## src/rtl/rst_pkg.sv

```systemverilog
// Shared types for the reset sequencer: FSM states and the recorded cause of the last sequence.
package rst_pkg;

    typedef enum logic [1:0] {
        IDLE    = 2'd0,
        ASSERT  = 2'd1,
        RELEASE = 2'd2,
        ACK     = 2'd3
    } rst_state_e;

    typedef enum logic [1:0] {
        CAUSE_POR = 2'b00,
        CAUSE_SW  = 2'b01,
        CAUSE_WDT = 2'b10
    } rst_cause_e;

endpackage

```

## src/rtl/rst_seq_ctrl.sv

```systemverilog
// Reset sequencer: holds every domain in reset for PULSE_CYCLES cycles, then releases the
// domains one at a time, STAGGER_CYCLES apart, starting with bit 0, and acknowledges completion.
module rst_seq_ctrl
    import rst_pkg::*;
#(
    parameter int PULSE_CYCLES   = 16,
    parameter int NUM_DOMAINS    = 3,
    parameter int STAGGER_CYCLES = 4
) (
    input  logic                   clk_i,
    input  logic                   rst_i,
    input  logic                   sw_rst_req_i,
    input  logic                   wdt_rst_req_i,
    output logic [NUM_DOMAINS-1:0] rst_o,
    output logic                   busy_o,
    output logic                   rst_ack_o,
    output logic [1:0]             rst_cause_o,
    output rst_state_e             dbg_state_o
);

    localparam int REL_SPAN = (NUM_DOMAINS - 1) * STAGGER_CYCLES;
    localparam int CNT_MAX  = (PULSE_CYCLES > REL_SPAN + 1) ? PULSE_CYCLES : REL_SPAN + 1;
    localparam int CNT_W    = $clog2(CNT_MAX) + 1;
    localparam logic [CNT_W-1:0] PULSE_LAST = CNT_W'(PULSE_CYCLES - 1);
    localparam logic [CNT_W-1:0] REL_LAST   = CNT_W'(REL_SPAN);

    rst_state_e             r_state;
    logic [CNT_W-1:0]       r_cnt;
    rst_cause_e             r_cause;
    logic [NUM_DOMAINS-1:0] r_rst;
    logic                   r_busy;
    logic                   r_ack;

    rst_state_e             w_state_nxt;
    logic [CNT_W-1:0]       w_cnt_nxt;
    rst_cause_e             w_cause_nxt;
    logic [NUM_DOMAINS-1:0] w_rst_nxt;
    logic                   w_busy_nxt;
    logic                   w_ack_nxt;
    logic                   w_req;

    assign w_req = sw_rst_req_i | wdt_rst_req_i;

    // Outputs are computed from the next state so every port can come straight from a flop.
    always_comb begin
        w_state_nxt = r_state;
        w_cnt_nxt   = r_cnt;
        w_cause_nxt = r_cause;
        w_rst_nxt   = '0;
        w_busy_nxt  = 1'b0;
        w_ack_nxt   = 1'b0;

        case (r_state)
            IDLE, ACK: begin
                if (w_req) begin
                    w_state_nxt = ASSERT;
                    w_cnt_nxt   = '0;
                    if (wdt_rst_req_i) begin
                        w_cause_nxt = CAUSE_WDT;
                    end else begin
                        w_cause_nxt = CAUSE_SW;
                    end
                end else begin
                    w_state_nxt = IDLE;
                end
            end
            ASSERT: begin
                if (r_cnt == PULSE_LAST) begin
                    w_state_nxt = RELEASE;
                    w_cnt_nxt   = '0;
                end else begin
                    w_cnt_nxt = r_cnt + CNT_W'(1);
                end
            end
            RELEASE: begin
                // Only the watchdog may restart a sequence once release has begun.
                if (wdt_rst_req_i) begin
                    w_state_nxt = ASSERT;
                    w_cnt_nxt   = '0;
                    w_cause_nxt = CAUSE_WDT;
                end else if (r_cnt == REL_LAST) begin
                    w_state_nxt = ACK;
                    w_cnt_nxt   = '0;
                end else begin
                    w_cnt_nxt = r_cnt + CNT_W'(1);
                end
            end
            default: begin
                w_state_nxt = IDLE;
                w_cnt_nxt   = '0;
            end
        endcase

        case (w_state_nxt)
            ASSERT: begin
                w_rst_nxt  = '1;
                w_busy_nxt = 1'b1;
            end
            RELEASE: begin
                for (int i = 0; i < NUM_DOMAINS; i++) begin
                    w_rst_nxt[i] = (int'(w_cnt_nxt) < i * STAGGER_CYCLES);
                end
                w_busy_nxt = 1'b1;
            end
            ACK: begin
                w_ack_nxt = 1'b1;
            end
            default: begin
                w_rst_nxt = '0;
            end
        endcase
    end

    always_ff @(posedge clk_i) begin
        if (rst_i) begin
            r_state <= ASSERT;
            r_cnt   <= '0;
            r_cause <= CAUSE_POR;
            r_rst   <= '1;
            r_busy  <= 1'b1;
            r_ack   <= 1'b0;
        end else begin
            r_state <= w_state_nxt;
            r_cnt   <= w_cnt_nxt;
            r_cause <= w_cause_nxt;
            r_rst   <= w_rst_nxt;
            r_busy  <= w_busy_nxt;
            r_ack   <= w_ack_nxt;
        end
    end

    assign rst_o       = r_rst;
    assign busy_o      = r_busy;
    assign rst_ack_o   = r_ack;
    assign rst_cause_o = r_cause;
    assign dbg_state_o = r_state;

endmodule

```

## config.mk

```make
export PLATFORM = sky130hd
export DESIGN_NAME = rst_seq_ctrl
export DESIGN_NICKNAME = d
export VERILOG_FILES = /design/src/rtl/rst_pkg.sv /design/src/rtl/rst_seq_ctrl.sv
export SDC_FILE = /design/constraint.sdc
export NUM_CORES = 1
export LEC_CHECK = 0
export CAP_MARGIN = 20
export CORE_MARGIN = 1
export CORE_UTILIZATION = 35
export CTS_CLUSTER_SIZE = 24
export DETAILED_ROUTE_END_ITERATION = 16
export SYNTH_ARGS = -nofsm -noshare
export SYNTH_HDL_FRONTEND = slang
export SYNTH_SLANG_ARGS = --single-unit
```

## constraint.sdc

```tcl
create_clock -name clk_i -period 4.6 [get_ports clk_i]
set_clock_uncertainty 0.2 [all_clocks]
set_input_delay 0.69 -clock clk_i [delete_from_list [all_inputs] [get_ports clk_i]]
set_output_delay 0.69 -clock clk_i [all_outputs]
set_load 0.05 [all_outputs]
```

==> metrics <==
Pleak 0.4096 nW; GR Util All Layers 0.1299; Slew Viols, Final 0; CP endpoint kind flop; insertion delay to the later sink of the worst-skew pair 0.27 ns; Slew Limit Headroom 0.6083; clock sink count 14; HP Class reg -> reg; Post-synth top flop dfxtp_1; Yosys reg bits 14; Hold Fails Final Rpt 0; drt total wl 1507 um; Worst Path Arrival 2.64 ns; # nets final between 100 and 150; Die Y-Extent 49.80 um; # Max-Cap Violations 0; measured slew at the worst slew-check pin 0.5824 ns; CP Cell Sequence clkdlybuf4s50_1 > nor2_1 > nand2_1 > a21boi_0 > inv_1 > ha_1 > and3_1 > o31a_1; setup bufs post-CTS 0; Max H-tree Level 1; router iterations before antenna repair 4; first-pass GRT wire length 2428 um; final period utilization 0.5827; Hold Buf Count CTS 0; Post-synth EDFFs 0; Top Family by Delay on Critical Path compound AO/OA/AOI/OAI gates; Routed Antenna Nets 0; WP data required 4.56 ns; CTS max path bufs 2; Crit Path Max Fanout 7; antenna cell count 0; worst hold endpoint rst_cause_o[1]; vias per cell 4.924; Final Wtd Congestion approximately 0.87; synthesis-to-layout area growth 22.38%; max incr delay on CP 0.56 ns; DIE WIDTH around 50 um; Worst-path clk slew 0.08 ns; CTS tree done; CTS resizes 0; share of post-route cells with drive strength above 1 0.1250; CP Buf/Inv Count 2; largest net degree at the start of global routing 15; outcome finished, final reports clean; DRC violations left 0; Core Rows 16; core box area 2062 sq um; minimum clock period between 2 and 3 ns; Seq/Total Area, Yosys 0.3505; Synth Cell Area 799.5 sq um; RSZ-0062 raised after global routing false; synth warn 0; DP Wirelength 1178 um; r2r startpoint r_cnt[0]; Setup CP Type in -> reg; syn nets 104; # IOs 13; Initial Util 0.3877; Avg Inst Size Synth 8.884 sq um; Setup crit start kind input port; Port-buffer cells 12; vias in the first global route 583; HP Start rst_cause_o[1]; DRT iter0 DRCs 17; hold path cells 2; IR drop worst, VDD 0.3336 mV; final setup TNS 0 ns; WL/cell 11.50 um; R2R depth 12; CTS Buf Count 3; CTS root buf clkbuf_4; asr flop ratio synth 0; R2R setup slack 1.95 ns; Slowest cell on crit path clkdlybuf4s50_1; Max Fclk 0.3730 GHz; die area 2480 sq um; RR Endpoint rst_o[2]; hold_ws 0.2591 ns; antenna violations before repair 0; vias post-DR about 650; setup violators final 0; power per cell area about 580 nW/um^2; GRT overflow 0; Distinct cells, synth 38; Synth Instances 90
[layout by cell type (no fill, tap or decap), drive strengths merged, types with 2 or more instances in the layout]
| master | count |
|---|---|
| dfxtp | 14 |
| clkdlybuf4s50 | 12 |
| inv | 10 |
| nor2 | 10 |
| ha | 10 |
| o21ai | 8 |
| clkbuf | 4 |
| nor2b | 3 |
| nand2 | 3 |
| nand3 | 2 |
| a21oi | 2 |
| or2 | 2 |
| a21o | 2 |
| nand2b | 2 |
| o31a | 2 |
[cell usage after synthesis, types with 2 or more instances]
library cell,number,area share
inv_1,10,0.047
nor2_1,10,0.047
nand2_1,3,0.014
nor2b_1,3,0.023
dfxtp_1,14,0.35
ha_1,10,0.16
nand3_1,2,0.013
or2_2,2,0.016
a21oi_1,2,0.013
o21ai_1,2,0.013
o21ai_0,5,0.031
[layer usage]
layer	up-vias	wire length, um	global-route usage
li1	341	-	-
met1	296	808	0.1701
met2	6	658	0.2005
met3	2	32	0.03086
met4	0	8	0.05714
met5	-	0	0
[registers in the layout, indices dropped and copies added (netlist names)]
name         flops
r_cnt            5
busy_o           1
rst_cause_o      2
rst_o            3
dbg_state_o      2
rst_ack_o        1
[worst max-delay path by stage]
stage | endpoint | depth (start not counted) | start | slack (ns)
floorplan | rst_o[2] | 9 | dbg_state_o[0] | 1.97
global placement | rst_o[2] | 8 | wdt_rst_req_i | 1.69
detailed placement | rst_o[2] | 8 | wdt_rst_req_i | 1.61
CTS | rst_o[2] | 8 | wdt_rst_req_i | 1.90
global route | rst_o[1] | 12 | r_cnt[0] | 1.70
finish | rst_o[2] | 8 | wdt_rst_req_i | 1.92
[worst min-delay path, stage by stage (launching register included)]
cell,delay [ns]
dfxtp_1,0.31
inv_1,0.05
a211oi_1,0.05
[power by group]
part | total (mW) | switching [mW] | internal, mW
clock network | 0.0849 | 0.0368 | 0.0481
logic | 0.309 | 0.180 | 0.129
registers | 0.173 | 0.0205 | 0.152
total | 0.566 | 0.237 | 0.329
[stage by stage]
stage	instance area [sq um]	setup WS (ns)	std cells	util	total power [mW]
final	978.4	1.919	131	0.4745	0.5665
after global routing	978.4	1.702	131	0.4745	0.6117
after CTS	978.4	1.899	131	0.4745	0.5739
after detailed placement	942.2	1.611	127	0.4569	0.4864
after global placement	942.2	1.695	127	0.4569	0.4847
after floorplan	799.5	1.972	90	-	0.4104
[cell families after synthesis]
group,synth area share
AND/OR/NAND/NOR,0.2222
buffers and inverters,0.06104
AO/OA/AOI/OAI,0.2097
adder cells (fa/ha/maj),0.1565
flip-flops,0.3505
[final cells by class]
type	count	area, sq um
Multi-Input combinational cell	64	470.5
Fill cell	218	1084
Tap cell	27	33.78
Clock buffer	4	36.28
Timing Repair Buffer	12	120.1
Inverter	10	37.54
Sequential cell	14	280.3
Note: power is estimated with default switching activity, not from simulation.
